==> src/rtl/mem_port_arbiter.sv <==
// Two-requester arbiter for a single-ported memory with one transaction in flight.
// Define ARB_ROUND_ROBIN_EN for round-robin arbitration; otherwise requester 0 has fixed priority.
module mem_port_arbiter #(
    parameter int W      = 32,
    parameter int ADDR_W = 32,
    parameter int RD_LAT = 2
) (
    input  logic              clk,
    input  logic              rst,
    input  logic              rd0,
    input  logic              wr0,
    input  logic [ADDR_W-1:0] addr0,
    input  logic [W-1:0]      wdata0,
    input  logic              rd1,
    input  logic              wr1,
    input  logic [ADDR_W-1:0] addr1,
    input  logic [W-1:0]      wdata1,
    output logic              gnt0,
    output logic              gnt1,
    output logic              rvalid0,
    output logic              rvalid1,
    output logic [W-1:0]      rdata,
    output logic              read,
    output logic              write,
    output logic [ADDR_W-1:0] readaddress,
    output logic [ADDR_W-1:0] writeaddress,
    output logic [W-1:0]      writedata,
    input  logic [W-1:0]      readdata
);

    typedef enum logic [1:0] {
        IDLE    = 2'd0,
        ISSUE   = 2'd1,
        WAIT_RD = 2'd2,
        RETURN  = 2'd3
    } state_t;

    localparam logic [3:0] LAT_LAST = 4'(RD_LAT - 1);

    state_t            state_r;
    logic [3:0]        lat_cnt_r;
    logic              owner_r;
    logic [1:0]        mask_r;
    logic              req0_s;
    logic              req1_s;
    logic              win_s;
    logic              win_wr_s;
    logic [ADDR_W-1:0] win_addr_s;
    logic [W-1:0]      win_wdata_s;

`ifdef ARB_ROUND_ROBIN_EN
    // Holds the requester favoured on a tie, i.e. the one that did not win last.
    logic              prio_r;
`endif

    function automatic logic pick_winner(input logic r0, input logic r1, input logic pref);
        logic w;
        if (r0 && r1) begin
            w = pref;
        end else if (r1) begin
            w = 1'b1;
        end else begin
            w = 1'b0;
        end
        return w;
    endfunction

    // Request qualification and winner selection; a granted requester is masked for one cycle.
    always_comb begin
        req0_s = (rd0 | wr0) & ~mask_r[0];
        req1_s = (rd1 | wr1) & ~mask_r[1];
`ifdef ARB_ROUND_ROBIN_EN
        win_s  = pick_winner(req0_s, req1_s, prio_r);
`else
        win_s  = pick_winner(req0_s, req1_s, 1'b0);
`endif
        if (win_s) begin
            win_wr_s    = wr1;
            win_addr_s  = addr1;
            win_wdata_s = wdata1;
        end else begin
            win_wr_s    = wr0;
            win_addr_s  = addr0;
            win_wdata_s = wdata0;
        end
    end

    // Transaction FSM with registered memory-side and requester-side outputs.
    always_ff @(posedge clk) begin
        if (rst) begin
            state_r      <= IDLE;
            lat_cnt_r    <= 4'd0;
            owner_r      <= 1'b0;
            mask_r       <= 2'b00;
            read         <= 1'b0;
            write        <= 1'b0;
            gnt0         <= 1'b0;
            gnt1         <= 1'b0;
            rvalid0      <= 1'b0;
            rvalid1      <= 1'b0;
            rdata        <= '0;
            writedata    <= '0;
            readaddress  <= '0;
            writeaddress <= '0;
`ifdef ARB_ROUND_ROBIN_EN
            prio_r       <= 1'b0;
`endif
        end else begin
            read    <= 1'b0;
            write   <= 1'b0;
            gnt0    <= 1'b0;
            gnt1    <= 1'b0;
            rvalid0 <= 1'b0;
            rvalid1 <= 1'b0;
            mask_r  <= 2'b00;
            case (state_r)
                IDLE: begin
                    if (req0_s || req1_s) begin
                        owner_r <= win_s;
                        gnt0    <= ~win_s;
                        gnt1    <= win_s;
                        // A write wins over a simultaneous read; the read stays requested.
                        if (win_wr_s) begin
                            write        <= 1'b1;
                            writeaddress <= win_addr_s;
                            writedata    <= win_wdata_s;
                        end else begin
                            read        <= 1'b1;
                            readaddress <= win_addr_s;
                        end
`ifdef ARB_ROUND_ROBIN_EN
                        prio_r  <= ~win_s;
`endif
                        state_r <= ISSUE;
                    end else begin
                        state_r <= IDLE;
                    end
                end
                ISSUE: begin
                    mask_r    <= owner_r ? 2'b10 : 2'b01;
                    lat_cnt_r <= 4'd0;
                    if (read) begin
                        state_r <= WAIT_RD;
                    end else begin
                        state_r <= IDLE;
                    end
                end
                WAIT_RD: begin
                    if (lat_cnt_r == LAT_LAST) begin
                        rdata   <= readdata;
                        rvalid0 <= ~owner_r;
                        rvalid1 <= owner_r;
                        state_r <= RETURN;
                    end else begin
                        lat_cnt_r <= lat_cnt_r + 4'd1;
                        state_r   <= WAIT_RD;
                    end
                end
                RETURN: begin
                    state_r <= IDLE;
                end
                default: begin
                    state_r <= IDLE;
                end
            endcase
        end
    end

endmodule

==> config.mk <==
export PLATFORM = sky130hd
export DESIGN_NAME = mem_port_arbiter
export DESIGN_NICKNAME = d
export VERILOG_FILES = /design/src/rtl/mem_port_arbiter.sv
export SDC_FILE = /design/constraint.sdc
export NUM_CORES = 1
export LEC_CHECK = 0
export BUFFER_PORTS_ARGS = -buffer_cell sky130_fd_sc_hd__buf_2
export CAP_MARGIN = 20
export CORE_ASPECT_RATIO = 2
export CORE_MARGIN = 4
export CORE_UTILIZATION = 43
export CTS_BUF_LIST = sky130_fd_sc_hd__clkbuf_8
export CTS_CLUSTER_DIAMETER = 150
export DETAILED_ROUTE_END_ITERATION = 10
export PLACE_DENSITY = 0.78
export REMOVE_ABC_BUFFERS = 1
export SYNTH_ARGS = -nofsm -noshare
export SYNTH_HDL_FRONTEND = slang
export SYNTH_SLANG_ARGS = --single-unit
==> constraint.sdc <==
create_clock -name clk -period 1.75 [get_ports clk]
set_input_delay 0.35 -clock clk [delete_from_list [all_inputs] [get_ports clk]]
set_output_delay 0.35 -clock clk [all_outputs]
set_load 0.01 [all_outputs]
## After elaboration in Yosys (flattened, before gate mapping)

Cells that the tools add are included.

| storage, ports and cells | value |
|---|---|
| flip-flop bits (word level) | 143 |
| output and inout port bits | 134 |

| operators by class | value |
|---|---|
| multiplexer cells | 14 |
| equality and inequality tests | 5 |
| bitwise operators | 14 |
| reduce and logical (&&, ||, !) cells | 12 |
| add/subtract/negate cells | 1 |

Operator list:

| operator | count |
|---|---|
| 32-bit 2-to-1 mux | 2 |
| 1-bit NOT | 10 |
| 2-bit case mux with 4 select lines | 1 |
| 4-bit case mux with 2 select lines | 1 |
| 1-bit 2-to-1 mux | 7 |
| 2-bit AND reduction | 3 |
| 3-bit AND reduction | 2 |
| 3-bit OR reduction | 2 |
| 4-bit by 1-bit adder with 4-bit output, second input constant | 1 |
| 2-bit == test, second input constant | 2 |
| 4-bit by 1-bit == test with 1-bit output, second input constant | 1 |
| 2-bit 2-to-1 mux | 2 |
| 4-bit 2-to-1 mux | 1 |
| 1-bit AND | 2 |
| 2-bit by 1-bit == test with 1-bit output, second input constant | 1 |
| 2-bit zero test | 1 |
| 2-bit != test, second input constant | 1 |
| 1-bit bitwise OR | 2 |
| 2-bit nonzero test | 1 |
| 2-bit OR reduction | 1 |
| 1-bit logical AND | 1 |
| 1-bit logical OR | 1 |

## Logic depth before layout (Yosys ltp)

Gate-level depths: netlist of the first run.

| logic depth | value |
|---|---|
| depth in word-level cells | 7 |
| mapped depth | 8 |

## Least setup slack after synthesis of the first run

No wires, ideal clock.

| timing | value |
|---|---|
| path kind | reg-to-reg |
| start | register mask_r[1] |
| end | register writeaddress[25] |
| library setup time | 0.080 ns |
| setup slack | 0.076 ns |
| buffers on the path | 2 |
| cell stages (with the launch flop) | 8 |
| arrival | 1.594 ns |
| required time | 1.670 ns |
| path through | dfxtp_1 o21bai_1 a211o_1 nor3_2 buf_4 buf_6 nor2_2 a211oi_2 |

| on the way | value |
|---|---|
| word-level cells in the longest chain between the ends | 6 |
| elaborated cells on any way between the ends | 9 |

RTL lines:

| element | RTL line | RTL |
|---|---|---|
| start: declaration | 43 | `logic [1:0] mask_r;` |
| start signal: assignment | 140 | `mask_r <= owner_r ? 2'b10 : 2'b01;` |
| 1-bit NOT * | 71 | `req1_s = (rd1 \| wr1) & ~mask_r[1];` |
| 1-bit AND * | 71 |  |
| 1-bit 2-to-1 mux / 1-bit logical AND (equally long branches) | 60, 58 |  |
| 1-bit 2-to-1 mux | 58 | `if (r0 && r1) begin` |
| 1-bit 2-to-1 mux | 77 | `if (win_s) begin` |
| 3-bit AND reduction (no line) | -- |  |
| end signal: assignment | 125 | `writeaddress <= win_addr_s;` |
| end: declaration | 26 | `output logic [ADDR_W-1:0] writeaddress,` |

Every way passes the cells marked *; elsewhere a longest branch is shown, timed or not.
A chain may end at the register's enable or synchronous reset.

## Worst setup path in the final report of the first run

| timing | value |
|---|---|
| start | register mask_r[1] |
| end | register writedata[2] |

| on the way | value |
|---|---|
| word-level cells in the longest chain between the ends | 6 |
| elaborated cells on any way between the ends | 9 |

RTL lines:

| element | RTL line | RTL |
|---|---|---|
| 1-bit NOT * | 71 |  |
| 1-bit AND * | 71 |  |
| 1-bit 2-to-1 mux / 1-bit logical AND (equally long branches) | 60, 58 |  |
| 1-bit 2-to-1 mux | 58 |  |
| 1-bit 2-to-1 mux | 77 |  |
| 3-bit AND reduction (no line) | -- |  |
| end signal: assignment | 126 | `writedata <= win_wdata_s;` |
| end: declaration | 27 | `output logic [W-1:0] writedata,` |

Marked as above.

==> results of run 1 <==
-- cell usage in the layout (no fill, tap or decap), drive strengths merged, types with 2 or more instances in the layout --
| cell type | netlist | routed |
|---|---|---|
| buf | 29 | 373 |
| clkinv | 0 | 4 |
| nor3b | 2 | 2 |
| o21bai | 2 | 2 |
| clkbuf | 24 | 19 |
| inv | 2 | 7 |
| nor2 | 102 | 102 |
| a21oi | 35 | 35 |
| ha | 2 | 2 |
| nor2b | 4 | 4 |
| nand2 | 69 | 69 |
| mux2i | 66 | 66 |
| dfxtp | 143 | 143 |
| bufinv | 0 | 4 |
| a211oi | 96 | 96 |
| nand2b | 6 | 6 |
| nor3 | 6 | 6 |
| mux2 | 2 | 2 |
-- cell families (layout without fill, tap and decap cells) --
group | count (synthesis) | count (layout) | synth area share
muxes | 68 | 68 | 0.116
and+or+nand+nor | 192 | 192 | 0.133
AOI/OAI and AO/OA | 137 | 137 | 0.207
buffers and inverters | 55 | 409 | 0.0536
adders and majority gates | 2 | 2 | 0.00424
DFF | 143 | 143 | 0.485
xor gates and xnor gates | 1 | 1 | 0.00148
-- through the flow --
stage | area (um^2) | total power [mW] | cells
final | 8740 | 8.73 | 1107
after global routing | 8740 | 9.12 | 1107
after CTS | 8450 | 8.62 | 1094
after detailed placement | 7900 | 5.70 | 1059
after global placement | 7900 | 5.65 | 1059
after floorplan | 5600 | 4.82 | 545
-- final timing paths --
check / from / to / slack, ns / depth (start not counted)
worst min register to register: rdata[24]$_SDFFE_PP0P_ / rdata[24]$_SDFFE_PP0P_ / 0.45 / 2
worst min-delay path: readdata[0] / rdata[0]$_SDFFE_PP0P_ / 0.15 / 3
worst max register to register: mask_r[1]$_SDFF_PP0_ / writedata[2]$_SDFFE_PP0P_ / -0.01 / 6
worst max-delay path: mask_r[1]$_SDFF_PP0_ / writedata[2]$_SDFFE_PP0P_ / -0.01 / 6
-- routing by layer --
metal,wire [um],vias to the layer above,GRT usage
met4,435,0,0.0831
met2,10300,206,0.428
li1,-,2768,-
met1,6200,2600,0.200
met3,1060,29,0.0534
met5,0,-,0
-- worst register-to-register path: stages (launching register included) --
cell and delay (ns):
dfxtp_2 0.33, o21bai_4 0.17, a211o_1 0.35, nor3_4 0.19, buf_8 0.21, bufbuf_16 0.31, a211oi_1 0.07
-- power by group through the flow --
stage | logic (mW) | clock network (mW) | registers (mW)
final | 2.20 | 2.84 | 3.69
after global routing | 2.37 | 3.03 | 3.72
after CTS | 2.05 | 2.89 | 3.68
after detailed placement | 1.94 | 0 | 3.75
after global placement | 1.90 | 0 | 3.75
after floorplan | 0.932 | 0 | 3.89
-- final cells by class --
type | instances | area share
clock buffers | 17 | 0.0268
clock inverters | 14 | 0.0221
inverters | 2 | 0.000859
multi-input cells | 400 | 0.328
flip-flops and latches | 143 | 0.328
well taps | 155 | 0.0222
repair buffers | 376 | 0.272
-- repair_timing --
item | in CTS | in global routing
pin swaps | 3 | 11
endpoints found under the setup margin | 84 | 105
resized for setup | 5 | 41
buffers inserted | 1 | 11
gates cloned | 3 | 2
-- flip-flops by register name, summed over array words and instances, names as in the netlist, named ones only --
name	flops
gnt1	1
readaddress	32
mask_r	2
writedata	32
read	1
rvalid0	1
rdata	32
write	1
state_r	1
writeaddress	32
gnt0	1
rvalid1	1
lat_cnt_r	4
owner_r	1
==> impl_metrics.ini, run 1 <==
[outcome]
outcome = finished, violations left
violations = negative setup slack

[layout]
final_util = 0.650
antenna_cells = 0
syn2layout_area_growth_pct = 47.9
seq_area_um2 = 2870
multi_input_area_um2 = 2870
finalNetCount = 1108
n_fill_cell = 1103
drive_gt1_frac = 0.528

[timing]
setup-tns-final_ns = -0.0257
period_needed_ns = 1.76
setup_ws_ns = -0.0106
max_clock_freq_ghz = 0.568
holdWs_ns = 0.146
slew_violations = 0
setup_viol = 3
hold_viol = 0
fin_crit_sh = 1.01
worstMarginPinSlew_ns = 0.591
rsz0062_at_grt = true
maxSlewHeadroom = 0.606
clock_skew_ns = 0.0137

[run]
maxCapViolCount = 0

[clock_tree]
numCtsBuffers = 17
postCtsHoldBufs = 0
clock_latency_ns = 0.43
cts_tree = built
clk_pin_slew_worst_paths_ns = 0.09
cts.sinks = 143
ctsHtreeMaxLevel = 4
clockBufferDepth = 2
root_buffer = clkbuf_8

[floorplan]
boundaryPins = 300
core_um2 = 13400
die_area_um2 = 15800
start_util = 0.440
rows = 60
chipWidth_um = 90.9
die_h_um = 174

[power_and_ir_drop]
combPwrFrac = 0.252
p_int_mw = 6.18
ir_drop_uv = 753
seqPwrFrac = 0.423
switchingPower_mw = 2.55
switching_share = 0.292
p_clk_frac = 0.325
power_density_nw_per_um2 = 999
power.leakage_nw = 3.97

[global_route]
grt_overflow = 0
grt_pass1_vias = 5407
grt_max_degree = 63
grt_pass1_wl_um = 26800
grt_usage = 0.213
antenna_found_initial = 0

[place]
portBuffers = 299
place_hpwl_um = 13300
gp_congestion = 0.804
post-place-ws_ns = -0.133

[logic_synthesis]
syn_avg_cell_area_um2 = 9.88
yosys.area.top_type = dfxtp_1
synth_ff_type = dfxtp_1
yosysTopAreaCellShare = 0.485
ys_seq_elements = 143
yosys-top-cells-count = 143 x dfxtp_1, 96 x nor2_1, 69 x nand2_1
ys_async_sr_fraction = 0
ys_warn_count = 0
synth_edf_count = 0
syn-cell-area_um2 = 5910
ys_top_cells_by_area = dfxtp_1 48%, a211oi_2 12%, mux2i_1 11%
synth_most_common_cell = dfxtp_1
ys_seq_area_frac = 0.485
synth_cells = 598
synth.distinct_cells = 29

[setup_path]
cpPeakStageDelay_ns = 0.35
cp-start-kind = register
critical_path_class = register to register
worstPathArrival_ns = 2.06
crit_family = compound AO/OA/AOI/OAI gates
worst_setup_path_end_kind = register
path_max_fanout = 13
critPathBufInv = 2
path_cells = o21bai_4 > a211o_1 > nor3_4 > buf_8 > bufbuf_16 > a211oi_1
worstPathRequired_ns = 2.05
cpMaxStageDelayCell = a211o_1

[min_path]
holdCritPathClass = input port to register

[routing]
viasPerCell = 5.06
drt-total-wl_um = 18000
ant_nets = 0
drc_errors = 0
vias = 5603
drt_iter0_drc = 129
drt-wirelength-per-cell_um = 16.3
drtPass1Iterations = 4
Power figures use the tool's default switching activity.
==> inputs of run 2 (changes only) <==
- BUFFER_PORTS_ARGS: -buffer_cell sky130_fd_sc_hd__buf_2 -> not set
- CORE_AREA: not set -> 4 4 115 117
- CORE_ASPECT_RATIO: 2 -> not set
- CORE_MARGIN: 4 -> not set
- CORE_UTILIZATION: 43 -> not set
- DIE_AREA: not set -> 0 0 119 121
- DONT_BUFFER_PORTS: not set -> 1
- PLACE_DENSITY: 0.78 -> 0.65
- SETUP_SLACK_MARGIN: not set -> 0.5
==> run 2 against run 1 <==
The run ends with negative hold slack, negative setup slack left. Clock-buffer cell count grew 2. Non-clock buffer count shrank 271. Combinational power shrank 4%. Critical path depth grew 2. Flip-flop and latch count is the same. First-iteration DRC count grew to 2.7 times the previous value. Critical path type unchanged.
==> impl_metrics.ini, run 2 (synthesis gave the netlist of run 1 again) <==
[outcome]
outcome = finished, violations left
violations = negative hold slack, negative setup slack

[timing]
maxSlewHeadroom = 0.703
holdWs_ns = -0.0305
fin_crit_sh = 1.04
rsz0062_at_grt = true
setup_viol = 58
slew_violations = 0
hold_viol = 4
max_clock_freq_ghz = 0.547
worstMarginPinSlew_ns = 0.433
setup_ws_ns = -0.0776
period_needed_ns = 1.83
clock_skew_ns = 0.0109

[clock_tree]
root_buffer = clkbuf_8
numCtsBuffers = 17
clk_pin_slew_worst_paths_ns = 0.08
cts.sinks = 143
cts_tree = built
clockBufferDepth = 2
ctsHtreeMaxLevel = 4
clock_latency_ns = 0.45

[setup_path]
worstPathRequired_ns = 2.12
reg2reg_from = mask_r[0]$_SDFF_PP0_
cp-startpoint = mask_r[0]$_SDFF_PP0_
path_cells = o21bai_4 > a211o_1 > o21ba_4 > buf_6 > buf_6 > buf_6 > clkbuf_16 > nor2b_1
cpMaxStageDelayCell = a211o_1
worstPathArrival_ns = 2.20
worst_setup_path_end_kind = register
cpPeakStageDelay_ns = 0.35
critPathBufInv = 4
cpMostUsedCell = buf_6
crit_family = compound AO/OA/AOI/OAI gates
critical_path_class = register to register
path_max_fanout = 7
cp-start-kind = register
ff2ff_setup_slack_ns = -0.08

[routing]
drtPass1Iterations = 4
drt-wirelength-per-cell_um = 25.1
vias = 5045
drc_errors = 0
drt-total-wl_um = 21400
drt_iter0_drc = 347
ant_nets = 0
viasPerCell = 5.91

[power_and_ir_drop]
power.leakage_nw = 3.35
ir_drop_uv = 661
power_density_nw_per_um2 = 984
finalPower_mw = 8.97

[floorplan]
chipWidth_um = 119
core_um2 = 12400
start_util = 0.478
boundaryPins = 300
rows = 41
die_area_um2 = 14400
die_h_um = 121

[layout]
antenna_cells = 0
final_cell_count_no_fill = 854
drive_gt1_frac = 0.677
final_common_cell = a211oi_2
syn2layout_area_growth_pct = 54.3
final_cell_mix = 92 x a211oi_2, 74 x dfxtp_1, 68 x dfxtp_2, 65 x mux2i_1, 47 x nand2_4
finalNetCount = 837
finalInstanceArea_um2 = 9120
final_util = 0.737

[global_route]
grt_pass1_vias = 4611
grt_overflow = 0
grt_max_degree = 143
grt_usage = 0.223
antenna_found_initial = 0
grt_pass1_wl_um = 25000

[place]
gp_congestion = 0.780
portBuffers = 0
dp.cells = 742
place_hpwl_um = 10600
place_area_um2 = 6130

[run]
maxCapViolCount = 0

[min_path]
holdCritPathClass = input port to register
min_from = rst
## run 2: changes by cell type in the layout (fill, tap and decap cells not counted), moves of 29 or more
cell,change
nor2_1,-49
buf_2,-298
a21oi_1,-33
a21oi_2,+30
dfxtp_1,-67
dfxtp_2,+66
nand2_1,-56
nand2_4,+47
buf_4,-29
## run 2: timing repair
action / 4_1_cts / 5_1_grt
resized for setup: 154 / 252
pin swaps: 35 / 97
setup buffers: 21 / 25
endpoints found under the hold margin: 141 / 124
endpoints found under the setup margin: 151 / 183
gates cloned: 9 / 23
## run 2: path summary, 6_finish.rpt
kind	endpoint	depth (start not counted)
worst min-delay path	readaddress[25]$_SDFFE_PP0P_	1
worst min register to register	rdata[6]$_SDFFE_PP0P_	2
worst max-delay path	read$_SDFF_PP0_	8
worst max register to register	read$_SDFF_PP0_	8
## run 2: cell type report
class,instances,area (um^2)
repair buffers,105,1690
clock inverters,13,169
inverters,2,7.51
multi-input cells,400,3820
well taps,172,215
fillers,775,3250
flip-flops and latches,143,2950
clock buffers,19,262
## run 2: power breakdown
part | switching [mW] | internal, mW | total (mW)
combinational | 0.968 | 1.15 | 2.11
sequential | 0.423 | 3.57 | 3.99
clock | 1.26 | 1.61 | 2.86
## run 2: per-layer routing
metal,part of all wire,up-vias,track usage
li1,-,2242,-
met1,0.36,2467,0.244
met2,0.53,291,0.386
met3,0.084,45,0.0830
met4,0.027,0,0.0970
met5,0,-,0
## run 2: through the flow
step | setup slack (ns) | hold slack [ns] | TNS [ns]
2_1_floorplan | -4.76 | 0.415 | -450.65
3_3_place_gp | -0.0392 | 0.435 | -0.830
3_5_place_dp | -0.117 | 0.436 | -4.31
4_1_cts | -0.0155 | -0.0655 | -0.104
5_1_grt | -0.131 | -0.0836 | -6.74
6_report | -0.0776 | -0.0305 | -1.52
